File: src/rtl/program_counter_ctx_pkg.sv
// rtl/program_counter_ctx_pkg.sv - shared Galetron fetch-stage types and default vectors
package galetron_pkg;

    typedef enum logic [1:0] {
        RUN  = 2'd0,
        WAIT = 2'd1,
        HALT = 2'd2
    } pc_state_t;

    localparam int PC_RESET_VEC = 256;
    localparam int PC_CTX_VEC   = 1083;

    // Width of a return-stack occupancy count able to hold 0..depth inclusive
    function automatic int stack_level_w(input int depth);
        return $clog2(depth) + 1;
    endfunction

endpackage

File: src/rtl/program_counter_ctx_if.sv
// rtl/program_counter_ctx_if.sv - decoder/ALU control bundle and PC status outputs
interface program_counter_ctx_if
    import galetron_pkg::*;
#(
    parameter int ADDR_W    = 12,
    parameter int RAS_DEPTH = 4
);
    localparam int LVL_W = stack_level_w(RAS_DEPTH);

    logic [ADDR_W-1:0] address;
    logic              zero;
    logic              negative;
    logic              bzero;
    logic              bnegative;
    logic              jump;
    logic              call;
    logic              ret;
    logic              HLT;
    logic              jump_context_exchange;

    logic [ADDR_W-1:0] programCounter;
    logic              waiting;
    logic              halted;
    logic [LVL_W-1:0]  stack_level;
    logic              stack_overflow;
    logic              stack_underflow;

    // Decoder side: drives control, observes the fetch address and status
    modport master (
        output address, zero, negative, bzero, bnegative,
               jump, call, ret, HLT, jump_context_exchange,
        input  programCounter, waiting, halted, stack_level,
               stack_overflow, stack_underflow
    );

    // Program-counter unit side
    modport slave (
        input  address, zero, negative, bzero, bnegative,
               jump, call, ret, HLT, jump_context_exchange,
        output programCounter, waiting, halted, stack_level,
               stack_overflow, stack_underflow
    );

endinterface

File: src/rtl/pc_return_stack.sv
// rtl/pc_return_stack.sv - hardware return-address stack for call/ret
module pc_return_stack
    import galetron_pkg::*;
#(
    parameter int ADDR_W    = 12,
    parameter int RAS_DEPTH = 4
) (
    input  logic                             clock,
    input  logic                             reset,
    input  logic                             push,
    input  logic                             pop,
    input  logic [ADDR_W-1:0]                push_data,
    output logic [ADDR_W-1:0]                top,
    output logic [stack_level_w(RAS_DEPTH)-1:0] level,
    output logic                             full,
    output logic                             empty
);
    localparam int IDX_W = $clog2(RAS_DEPTH);
    localparam int LVL_W = stack_level_w(RAS_DEPTH);

    logic [ADDR_W-1:0] mem_q [RAS_DEPTH];
    logic [LVL_W-1:0]  level_q;
    logic [LVL_W-1:0]  level_m1;
    logic              do_push;
    logic              do_pop;

    assign full     = (level_q == LVL_W'(RAS_DEPTH));
    assign empty    = (level_q == '0);
    assign level    = level_q;
    assign level_m1 = level_q - LVL_W'(1);
    assign top      = mem_q[level_m1[IDX_W-1:0]];
    // Guards keep the level in range even if a caller ignores full/empty
    assign do_push  = push && !full;
    assign do_pop   = pop && !empty && !push;

    // Occupancy count; entries above the level are stale and never read
    always_ff @(posedge clock) begin
        if (reset) begin
            level_q <= '0;
        end else if (do_push) begin
            level_q <= level_q + LVL_W'(1);
        end else if (do_pop) begin
            level_q <= level_m1;
        end
    end

    // Entry storage; the slot at the current level is the next free one
    always_ff @(posedge clock) begin
        if (do_push) begin
            mem_q[level_q[IDX_W-1:0]] <= push_data;
        end
    end

endmodule

File: src/rtl/program_counter_ctx.sv
// rtl/program_counter_ctx.sv - Galetron fetch PC sequencer with return stack and context wait
module program_counter_ctx
    import galetron_pkg::*;
#(
    parameter int ADDR_W    = 12,
    parameter int RESET_VEC = PC_RESET_VEC,
    parameter int CTX_VEC   = PC_CTX_VEC,
    parameter int CTX_WAIT  = 24414,
    parameter int RAS_DEPTH = 4
) (
    input  logic                 clock,
    input  logic                 resetCPU,
    program_counter_ctx_if.slave bus
);
    localparam int CNT_W = $clog2(CTX_WAIT + 1);
    localparam int LVL_W = stack_level_w(RAS_DEPTH);

    localparam logic [CNT_W-1:0]  CNT_LAST = CNT_W'(CTX_WAIT - 1);
    localparam logic [ADDR_W-1:0] RESET_PC = ADDR_W'(RESET_VEC);
    localparam logic [ADDR_W-1:0] CTX_PC   = ADDR_W'(CTX_VEC);

    pc_state_t         state_q, state_d;
    logic [ADDR_W-1:0] pc_q, pc_d;
    logic [CNT_W-1:0]  cnt_q, cnt_d;
    logic              ovf_q, ovf_d;
    logic              unf_q, unf_d;

    logic              rs_push;
    logic              rs_pop;
    logic [ADDR_W-1:0] rs_top;
    logic [LVL_W-1:0]  rs_level;
    logic              rs_full;
    logic              rs_empty;

    logic [ADDR_W-1:0] pc_inc;
    logic              branch_sel;

    assign pc_inc     = pc_q + ADDR_W'(1);
    assign branch_sel = (bus.bzero & bus.zero) | (bus.bnegative & bus.negative);

    pc_return_stack #(
        .ADDR_W    (ADDR_W),
        .RAS_DEPTH (RAS_DEPTH)
    ) u_ras (
        .clock     (clock),
        .reset     (resetCPU),
        .push      (rs_push),
        .pop       (rs_pop),
        .push_data (pc_inc),
        .top       (rs_top),
        .level     (rs_level),
        .full      (rs_full),
        .empty     (rs_empty)
    );

    // State, PC, settle counter and sticky flags; reset dominates all control
    always_ff @(posedge clock) begin
        if (resetCPU) begin
            state_q <= RUN;
            pc_q    <= RESET_PC;
            cnt_q   <= '0;
            ovf_q   <= 1'b0;
            unf_q   <= 1'b0;
        end else begin
            state_q <= state_d;
            pc_q    <= pc_d;
            cnt_q   <= cnt_d;
            ovf_q   <= ovf_d;
            unf_q   <= unf_d;
        end
    end

    // Next-state and next-PC selection; in RUN the first matching control wins
    always_comb begin
        state_d = state_q;
        pc_d    = pc_q;
        cnt_d   = cnt_q;
        ovf_d   = ovf_q;
        unf_d   = unf_q;
        rs_push = 1'b0;
        rs_pop  = 1'b0;
        case (state_q)
            RUN: begin
                if (bus.jump_context_exchange) begin
                    pc_d    = CTX_PC;
                    cnt_d   = '0;
                    state_d = WAIT;
                end else if (bus.HLT) begin
                    state_d = HALT;
                end else if (bus.ret) begin
                    if (!rs_empty) begin
                        pc_d   = rs_top;
                        rs_pop = 1'b1;
                    end else begin
                        pc_d  = pc_inc;
                        unf_d = 1'b1;
                    end
                end else if (bus.call) begin
                    pc_d = bus.address;
                    if (!rs_full) begin
                        rs_push = 1'b1;
                    end else begin
                        ovf_d = 1'b1;
                    end
                end else if (bus.jump) begin
                    pc_d = bus.address;
                end else if (branch_sel) begin
                    pc_d = pc_inc + bus.address;
                end else begin
                    pc_d = pc_inc;
                end
            end
            WAIT: begin
                // PC stays parked at the handler entry until the settle delay expires
                if (cnt_q == CNT_LAST) begin
                    state_d = RUN;
                    cnt_d   = '0;
                end else begin
                    cnt_d = cnt_q + CNT_W'(1);
                end
            end
            HALT: begin
                if (bus.jump_context_exchange) begin
                    pc_d    = CTX_PC;
                    cnt_d   = '0;
                    state_d = WAIT;
                end
            end
            default: begin
                state_d = RUN;
            end
        endcase
    end

    assign bus.programCounter  = pc_q;
    assign bus.waiting         = (state_q == WAIT);
    assign bus.halted          = (state_q == HALT);
    assign bus.stack_level     = rs_level;
    assign bus.stack_overflow  = ovf_q;
    assign bus.stack_underflow = unf_q;

endmodule
File: src/flat_wrapper.sv
// flat-port wrapper written by rule: the top's interface ports become plain ports
module program_counter_ctx_flat import galetron_pkg::*;
#(
    parameter int ADDR_W    = 12,
    parameter int RESET_VEC = PC_RESET_VEC,
    parameter int CTX_VEC   = PC_CTX_VEC,
    parameter int CTX_WAIT  = 24414,
    parameter int RAS_DEPTH = 4
)
  (clock, resetCPU, bus_address, bus_zero, bus_negative, bus_bzero, bus_bnegative, bus_jump, bus_call, bus_ret, bus_HLT, bus_jump_context_exchange, bus_programCounter, bus_waiting, bus_halted, bus_stack_level, bus_stack_overflow, bus_stack_underflow);
  program_counter_ctx_if #(.ADDR_W(ADDR_W), .RAS_DEPTH(RAS_DEPTH)) bus_i ();
  input  logic clock;
  input  logic resetCPU;
  input wire logic [$bits(bus_i.address)-1:0] bus_address;
  input wire logic [$bits(bus_i.zero)-1:0] bus_zero;
  input wire logic [$bits(bus_i.negative)-1:0] bus_negative;
  input wire logic [$bits(bus_i.bzero)-1:0] bus_bzero;
  input wire logic [$bits(bus_i.bnegative)-1:0] bus_bnegative;
  input wire logic [$bits(bus_i.jump)-1:0] bus_jump;
  input wire logic [$bits(bus_i.call)-1:0] bus_call;
  input wire logic [$bits(bus_i.ret)-1:0] bus_ret;
  input wire logic [$bits(bus_i.HLT)-1:0] bus_HLT;
  input wire logic [$bits(bus_i.jump_context_exchange)-1:0] bus_jump_context_exchange;
  output wire logic [$bits(bus_i.programCounter)-1:0] bus_programCounter;
  output wire logic [$bits(bus_i.waiting)-1:0] bus_waiting;
  output wire logic [$bits(bus_i.halted)-1:0] bus_halted;
  output wire logic [$bits(bus_i.stack_level)-1:0] bus_stack_level;
  output wire logic [$bits(bus_i.stack_overflow)-1:0] bus_stack_overflow;
  output wire logic [$bits(bus_i.stack_underflow)-1:0] bus_stack_underflow;
  assign bus_i.address = bus_address;
  assign bus_i.zero = bus_zero;
  assign bus_i.negative = bus_negative;
  assign bus_i.bzero = bus_bzero;
  assign bus_i.bnegative = bus_bnegative;
  assign bus_i.jump = bus_jump;
  assign bus_i.call = bus_call;
  assign bus_i.ret = bus_ret;
  assign bus_i.HLT = bus_HLT;
  assign bus_i.jump_context_exchange = bus_jump_context_exchange;
  assign bus_programCounter = bus_i.programCounter;
  assign bus_waiting = bus_i.waiting;
  assign bus_halted = bus_i.halted;
  assign bus_stack_level = bus_i.stack_level;
  assign bus_stack_overflow = bus_i.stack_overflow;
  assign bus_stack_underflow = bus_i.stack_underflow;
  program_counter_ctx #(.ADDR_W(ADDR_W), .RESET_VEC(RESET_VEC), .CTX_VEC(CTX_VEC), .CTX_WAIT(CTX_WAIT), .RAS_DEPTH(RAS_DEPTH)) u_core (.clock(clock), .resetCPU(resetCPU), .bus(bus_i));
endmodule
File: config.mk
export PLATFORM = sky130hd
export DESIGN_NAME = program_counter_ctx_flat
export DESIGN_NICKNAME = d
export VERILOG_FILES = /design/src/rtl/program_counter_ctx_pkg.sv /design/src/rtl/program_counter_ctx_if.sv /design/src/rtl/pc_return_stack.sv /design/src/rtl/program_counter_ctx.sv /design/src/flat_wrapper.sv
export SDC_FILE = /design/constraint.sdc
export NUM_CORES = 1
export LEC_CHECK = 0
export ABC_AREA = 1
export BUFFER_PORTS_ARGS = -buffer_cell sky130_fd_sc_hd__buf_4
export CORE_MARGIN = 2
export CORE_UTILIZATION = 59
export CTS_BUF_LIST = sky130_fd_sc_hd__clkbuf_8
export DETAILED_ROUTE_END_ITERATION = 8
export PLACE_DENSITY_LB_ADDON = 0.1
export SLEW_MARGIN = 20
export SYNTH_ARGS = -nofsm -noshare
export SYNTH_HDL_FRONTEND = slang
export SYNTH_HIERARCHICAL = 1
export SYNTH_SLANG_ARGS = --single-unit
File: constraint.sdc
create_clock -name clock -period 5.7 [get_ports clock]
set_input_delay 0 -clock clock [delete_from_list [all_inputs] [get_ports clock]]
set_output_delay 0 -clock clock [all_outputs]
set_load 0.01 [all_outputs]
== Word-level counts from Yosys, hierarchy flattened ==
Memory sizes are Yosys's and may differ from the RTL's.
Index checks and enable logic that the tools add are counted.

* Add/sub/neg operators: 5
* $mul: 0
* Div/mod/pow operators: 0
* Order comparisons: 0
* Equal/unequal tests: 9
* Shift operators: 0
* Mux-type cells: 32
* Bitwise logic cells: 6
* Reduce and logical (&&, ||, !) cells: 17

{| class="wikitable"
|+ Operator list
! cell !! number
|-
| two-way mux 12 bit || 8
|-
| two-way mux 15 bit || 2
|-
| case mux 15 bit (2 select lines) || 1
|-
| case mux 12 bit (2 select lines) || 1
|-
| adder 15 x 1 -> 15 bit, second input constant || 1
|-
| == test 15 bit, second input constant || 1
|-
| two-way mux 1 bit || 13
|-
| adder 12 x 1 -> 12 bit, second input constant || 1
|-
| adder 12 bit || 1
|-
| two-way mux 2 bit || 4
|-
| two-way mux 3 bit || 2
|-
| != test 3 bit, second input constant || 2
|-
| case mux 2 bit (3 select lines) || 1
|-
| AND reduction 3 bit || 2
|-
| AND reduction 6 bit || 1
|-
| nonzero test 2 bit || 3
|-
| AND reduction 5 bit || 1
|-
| != test 2 x 1 -> 1 bit, second input constant || 2
|-
| adder 3 x 1 -> 3 bit, second input constant || 1
|-
| == test 3 bit, second input constant || 1
|-
| logical AND 1 bit || 3
|-
| logical NOT 1 bit || 3
|-
| logical NOT 3 bit || 1
|-
| NOT 1 bit || 3
|-
| other kinds (9) || 10
|}

* Register bits: 34
* Latch bits: 0
* Bits in writable memories: 48
* Memory bits (read-only): 0
* Input bits: 23
* Memories: 1

{| class="wikitable"
|+ Memories
! name !! words !! bits a word !! read ports !! clocked after Yosys merged registers in !! write ports !! line !! source
|-
| u_core.u_ras.mem_q || 4 || 12 || 1 || 0 || 1 || pc_return_stack.sv:21 || <nowiki>logic [ADDR_W-1:0] mem_q [RAS_DEPTH];</nowiki>
|}

== Depth between registers and ports, before layout ==
* Word-level depth: 11
* Gate-level depth with buffers: 19
* Gate-level depth less buffers: 19

== By module ==
The synthesis kept the hierarchy.

{| class="wikitable"
|+ Modules (own cells, without submodules)
! module !! times used !! cells an instance !! area each (um^2)
|-
| program_counter_ctx || 1 || 438 || 2782.7
|-
| pc_return_stack || 1 || 170 || 2078.2
|}

== Worst setup path after synthesis ==
OpenSTA, ideal clock, no wires.

* Path kind: register to register
* Start: register u_core.pc_q[0], in the netlist u_core/bus.programCounter[0]
* End: register u_core.pc_q[11], in the netlist u_core/bus.programCounter[11]
* Library setup time: 0.070 ns
* Data arrival time: 2.395 ns
* Required time: 5.630 ns
* Slack: 3.234 ns
* Cell stages (with the launch flop): 19
* Cells stage by stage: dfxtp_1 -> ha_1 -> nand3_2 -> nor2_4 -> nand2_4 -> nor2_4 -> xor2_2 -> ha_1 -> nand2_1 -> inv_1 -> a21oi_1 -> nand3_1 -> nand2_1 -> nand3_1 -> nand2_1 -> nand3_1 -> nand2_1 -> nand2_1 -> a21oi_1

* Word-level cells in the longest chain between the ends: 9

{| class="wikitable"
|+ Ends and longest elaborated chain
! item !! line !! source
|-
| start: declaration || program_counter_ctx.sv:23 || <nowiki>logic [ADDR_W-1:0] pc_q, pc_d;</nowiki>
|-
| start signal: assignment || program_counter_ctx.sv:66 || <nowiki>pc_q <= pc_d;</nowiki>
|-
| adder 12 x 1 -> 12 bit || program_counter_ctx.sv:38 || <nowiki>assign pc_inc = pc_q + ADDR_W'(1);</nowiki>
|-
| via u_core.pc_inc[10] || program_counter_ctx.sv:35 || <nowiki>logic [ADDR_W-1:0] pc_inc;</nowiki>
|-
| adder 12 bit || program_counter_ctx.sv:108 || <nowiki>pc_d = pc_inc + bus.address;</nowiki>
|-
| two-way mux 12 bit || program_counter_ctx.sv:107 || <nowiki>end else if (branch_sel) begin</nowiki>
|-
| two-way mux 12 bit || program_counter_ctx.sv:105 || <nowiki>end else if (bus.jump) begin</nowiki>
|-
| two-way mux 12 bit || program_counter_ctx.sv:98 || <nowiki>end else if (bus.call) begin</nowiki>
|-
| two-way mux 12 bit || program_counter_ctx.sv:90 || <nowiki>end else if (bus.ret) begin</nowiki>
|-
| two-way mux 12 bit || program_counter_ctx.sv:88 || <nowiki>end else if (bus.HLT) begin</nowiki>
|-
| two-way mux 12 bit || program_counter_ctx.sv:84 || <nowiki>if (bus.jump_context_exchange) begin</nowiki>
|-
| case mux 12 bit (2 select lines) || program_counter_ctx.sv:82 || <nowiki>case (state_q)</nowiki>
|}

The timed path passes the listed nets, and every way through them passes these cells. The select of a mux whose other input is x is not followed.
A chain may end at the register's enable or synchronous reset.

== Worst setup path in the final report ==
* Start: register u_core.u_ras.level_q[0], in the netlist u_core/u_ras/level[0]
* End: memory u_core.u_ras.mem_q[3][5], enable pin

* Word-level cells in the longest chain between the ends: 10

{| class="wikitable"
|+ Ends and longest elaborated chain
! item !! line !! source
|-
| start: declaration || pc_return_stack.sv:22 || <nowiki>logic [LVL_W-1:0] level_q;</nowiki>
|-
| start signal: assignment || pc_return_stack.sv:41 || <nowiki>level_q <= level_q + LVL_W'(1);</nowiki>
|-
| start signal: assignment || pc_return_stack.sv:43 || <nowiki>level_q <= level_m1;</nowiki>
|-
| == test 3 bit || pc_return_stack.sv:27 || <nowiki>assign full = (level_q == LVL_W'(RAS_DEPTH));</nowiki>
|-
| via u_core.rs_full || program_counter_ctx.sv:32 || <nowiki>logic rs_full;</nowiki>
|-
| two-way mux 1 bit || program_counter_ctx.sv:100 || <nowiki>if (!rs_full) begin</nowiki>
|-
| two-way mux 1 bit || program_counter_ctx.sv:98 ||
|-
| two-way mux 1 bit || program_counter_ctx.sv:90 ||
|-
| two-way mux 1 bit || program_counter_ctx.sv:88 ||
|-
| two-way mux 1 bit || program_counter_ctx.sv:84 ||
|-
| two-way mux 1 bit || program_counter_ctx.sv:82 ||
|-
| via u_core.rs_push || program_counter_ctx.sv:28 || <nowiki>logic rs_push;</nowiki>
|-
| logical AND 1 bit || pc_return_stack.sv:33 || <nowiki>assign do_push = push && !full;</nowiki>
|-
| two-way mux 1 bit || pc_return_stack.sv:49 || <nowiki>if (do_push) begin</nowiki>
|-
| two-way mux 1 bit (not written as such) || pc_return_stack.sv:50 || <nowiki>mem_q[level_q[IDX_W-1:0]] <= push_data;</nowiki>
|-
| end: declaration || pc_return_stack.sv:21 ||
|}

The timed path passes the listed nets, and every way through them passes these cells.

==> impl_metrics.py <==
metrics = {
    "logic_synthesis": {
        "avgSynthCellArea_sq_um": 7.99,
        "yosysTopAreaCell": "edfxtp_1",
        "netlist.area_leader.share_pct": 29.7,
        "syn_nets": 654,
        "ys_seq_area_share_pct": 43.7,
        "synthFlopType": "edfxtp_1",
        "synth_area_leaders": "edfxtp_1, dfxtp_1, nand2_1",
        "ys_types": 49,
        "ys_warn_count": 6,
        "synth_enable_flop_cells": 48,
        "syn_area_sq_um": 4860,
        "synthCells": 608,
        "synthArstFlopShare_pct": 0,
        "ys_ff_latch": 82,
    },
    "floorplan": {
        "rows": 33,
        "dieArea_sq_um": 8980,
        "die_x_um": 94.8,
        "core_sq_um": 8090,
        "initial_core_util_pct": 60.1,
        "floorplan.die.height_um": 94.8,
        "ios": 42,
    },
    "route": {
        "vias": 4397,
        "wl_met1_um": 4850,
        "antenna_left": 0,
        "dr_wl_met2_um": 6410,
        "wl_um": 12900,
        "firstDrtPassIters": 5,
        "wl_per_cell_um": 16.9,
        "routed.top_layer": "met4",
        "drcViolationCount": 0,
        "drt_iter0_markers": 362,
        "wl_met3_um": 1190,
        "vias_per_cell": 5.79,
    },
    "critical_path": {
        "r2r_setup_slack_ps": 2220,
        "worstReg2RegEnd": "u_core/u_ras/mem_q[3][5]$_DFFE_PP_",
        "crit_arrival_ps": 3450,
        "r2r-start": "u_core/u_ras/level[0]$_SDFFE_PP0P_",
        "worst-path-buf-inv": 2,
        "critPathKind": "flop to flop",
        "crit_required_ps": 5670,
        "crit_family": "simple AND/OR/NAND/NOR gates",
        "cpPeakStageDelay_ps": 890,
        "cp_cell_sequence": "inv_2, ha_1, nand2_1, inv_1, nor3_1, nand2_1, nor2_1",
        "setup.worst_path.start_class": "flop",
        "reg2regPathDepth": 7,
        "worstPathMaxFanout": 29,
        "cpMostUsedCell": "nand2_1",
        "setup.worst_path.end_class": "flop",
        "crit_slowest_cell": "dfxtp_1",
    },
    "cells_and_area": {
        "antenna_cells": 0,
        "layout.nets": 696,
        "finalNonFillerCells": 760,
        "design_area_sq_um": 5450,
        "final_common_cell": "nand2_1",
        "layout-drive-gt1-share_pct": 13.9,
        "final_cell_mix": "nand2_1, inv_1, nor2_1, o21ai_0, edfxtp_1",
        "syn_to_final_growth_pct": 12.1,
    },
    "place": {
        "globalplace.congestion": 0.944,
        "place_inst": 739,
        "postPlaceCellArea_sq_um": 5210,
        "dp_hpwl_um": 9550,
        "io_buffers": 41,
    },
    "pwr": {
        "swShare_pct": 31.3,
        "seqPwrFrac_pct": 48.2,
        "power-per-cell-area_nw_per_um2": 255,
        "p_leak_nw": 2.29,
        "power_frac_comb_pct": 22.4,
        "pwr-share-clk_pct": 29.4,
        "finalPower_mw": 1.39,
        "p_int_mw": 0.956,
        "worst_ir_drop_vdd_mv": 0.177,
        "p_switching_mw": 0.436,
    },
    "global_route": {
        "track_usage_pct": 30.0,
        "grt-ovfl-total": 0,
        "grt_pass1_vias": 4085,
        "grt_pass1_wl_um": 20300,
        "grt_max_degree": 30,
        "antenna_found_initial": 0,
    },
    "clocking": {
        "cts_tree": "built",
        "cts_setup_buffers": 0,
        "clockBufferDepth": 2,
        "clkTransAtPathRegs_ps": 90,
        "clkSinkCount": 82,
        "h-tree-depth": 3,
        "clock_latency_ps": 350,
        "root_buffer": "clkbuf_8",
        "numCtsBuffers": 9,
    },
    "timing": {
        "hold_ws_ps": 6.70,
        "period_minus_slack_ps": 3480,
        "fin_crit_sh_pct": 61.1,
        "rsz0062_at_grt": "no",
        "fin_skew_ps": 13.7,
        "relSlewSlack_pct": 29.7,
        "final_max_slew_viol_count": 0,
        "worstMarginPinSlew_ps": 1050,
        "fin_setup_tns_ps": 0,
        "setup_violations": 0,
        "max_freq_mhz": 287,
        "hold_violations": 0,
    },
    "min_path": {
        "hold_path_class": "input pin to flop",
        "hold_path_end": "u_core/bus.programCounter[10]$_SDFFE_PP0P_",
        "hold_start": "bus_ret",
        "holdPathStages": 4,
    },
    "outcome": {
        "run_status": "finished clean",
    },
    "run": {
        "cap_violations": 0,
    },
}
## power by group through the flow
| stage | Clock [mW] | Sequential, mW | Combinational (mW) |
|---|---|---|---|
| floorplan | 0 | 0.681 | 0.201 |
| global placement | 0 | 0.683 | 0.296 |
| detailed placement | 0 | 0.684 | 0.300 |
| CTS | 0.409 | 0.670 | 0.305 |
| global route | 0.438 | 0.673 | 0.341 |
| finish | 0.409 | 0.671 | 0.312 |
## Yosys cell counts (all sizes together) (4+ instances only)
library cell and instances:
nand2 117, nand3 29, xor2 8, o21ai 61
edfxtp 48, nor3 7, nor2 77, nand4 9
o211ai 8, ha 22, a21oi 47, inv 81
a31oi 4, dfxtp 34, buf 13, o22ai 17
clkbuf 4
## registers in the layout, summed over array words and instances (netlist names)
name and flops:
u_core/bus.programCounter 12, u_core/bus.stack_overflow 1, u_core/bus.stack_underflow 1, u_core/cnt_q 15, u_core/state_q 2, u_core/u_ras/level 3
u_core/u_ras/mem_q 48
## cells by family after synthesis
logic type                 Yosys count  share of synthesized area [%]
xor gates and xnor gates            11                           2.14
DFF                                 82                           43.7
AOI/OAI and AO/OA                  150                           17.8
buffers and inverters               98                           8.34
adders and majority gates           23                           6.07
and+or+nand+nor                    244                           22.0
## tightest hold or removal path, cell delays in order
cell	delay [ps]
buf_4	140
nor2_1	70
nand2_2	60
a21oi_2	40
## worst max path at each step
stage                                               from                                    endpoint  cells past startpoint
2_1_floorplan  u_core/bus.programCounter[0]$_SDFFE_PP0P_  u_core/bus.programCounter[11]$_SDFFE_PP0P_                     18
3_3_place_gp          u_core/u_ras/level[0]$_SDFFE_PP0P_         u_core/u_ras/mem_q[2][11]$_DFFE_PP_                      7
3_5_place_dp          u_core/u_ras/level[0]$_SDFFE_PP0P_          u_core/u_ras/mem_q[2][8]$_DFFE_PP_                      7
4_1_cts               u_core/u_ras/level[0]$_SDFFE_PP0P_          u_core/u_ras/mem_q[2][1]$_DFFE_PP_                      7
5_1_grt               u_core/u_ras/level[0]$_SDFFE_PP0P_          u_core/u_ras/mem_q[2][1]$_DFFE_PP_                      7
6_report              u_core/u_ras/level[0]$_SDFFE_PP0P_          u_core/u_ras/mem_q[3][5]$_DFFE_PP_                      7
## stage by stage
stage               setup WS (ps)  utilization (%)
floorplan                    3230                -
global placement             2450             64.4
detailed placement           2260             64.4
CTS                          2240             67.3
global route                 1870             67.3
finish                       2220             67.3
## final cells by class
| cell class | count | area (sq um) |
|---|---|---|
| clock inverter | 7 | 61.3 |
| timing repair buffer | 48 | 373 |
| sequential | 82 | 2120 |
| clock buffer | 9 | 124 |
| multi-input combinational | 428 | 2330 |
| inverter | 81 | 304 |
| tap | 105 | 131 |
| fill | 725 | 2640 |
## routing by layer
metal  GRT usage (%)  up-vias
li1                -     2137
met1            35.9     2019
met2            53.0      204
met3            6.46       37
met4            11.1        0
met5               0        -
## what timing repair did
item                                    in CTS  in global routing
hold endpoints to repair                    17                  0
endpoints found under the setup margin       0                  0
hold buffers                                 5                  0
resized for setup                            0                  0
Note: power is estimated with default switching activity, not from simulation.
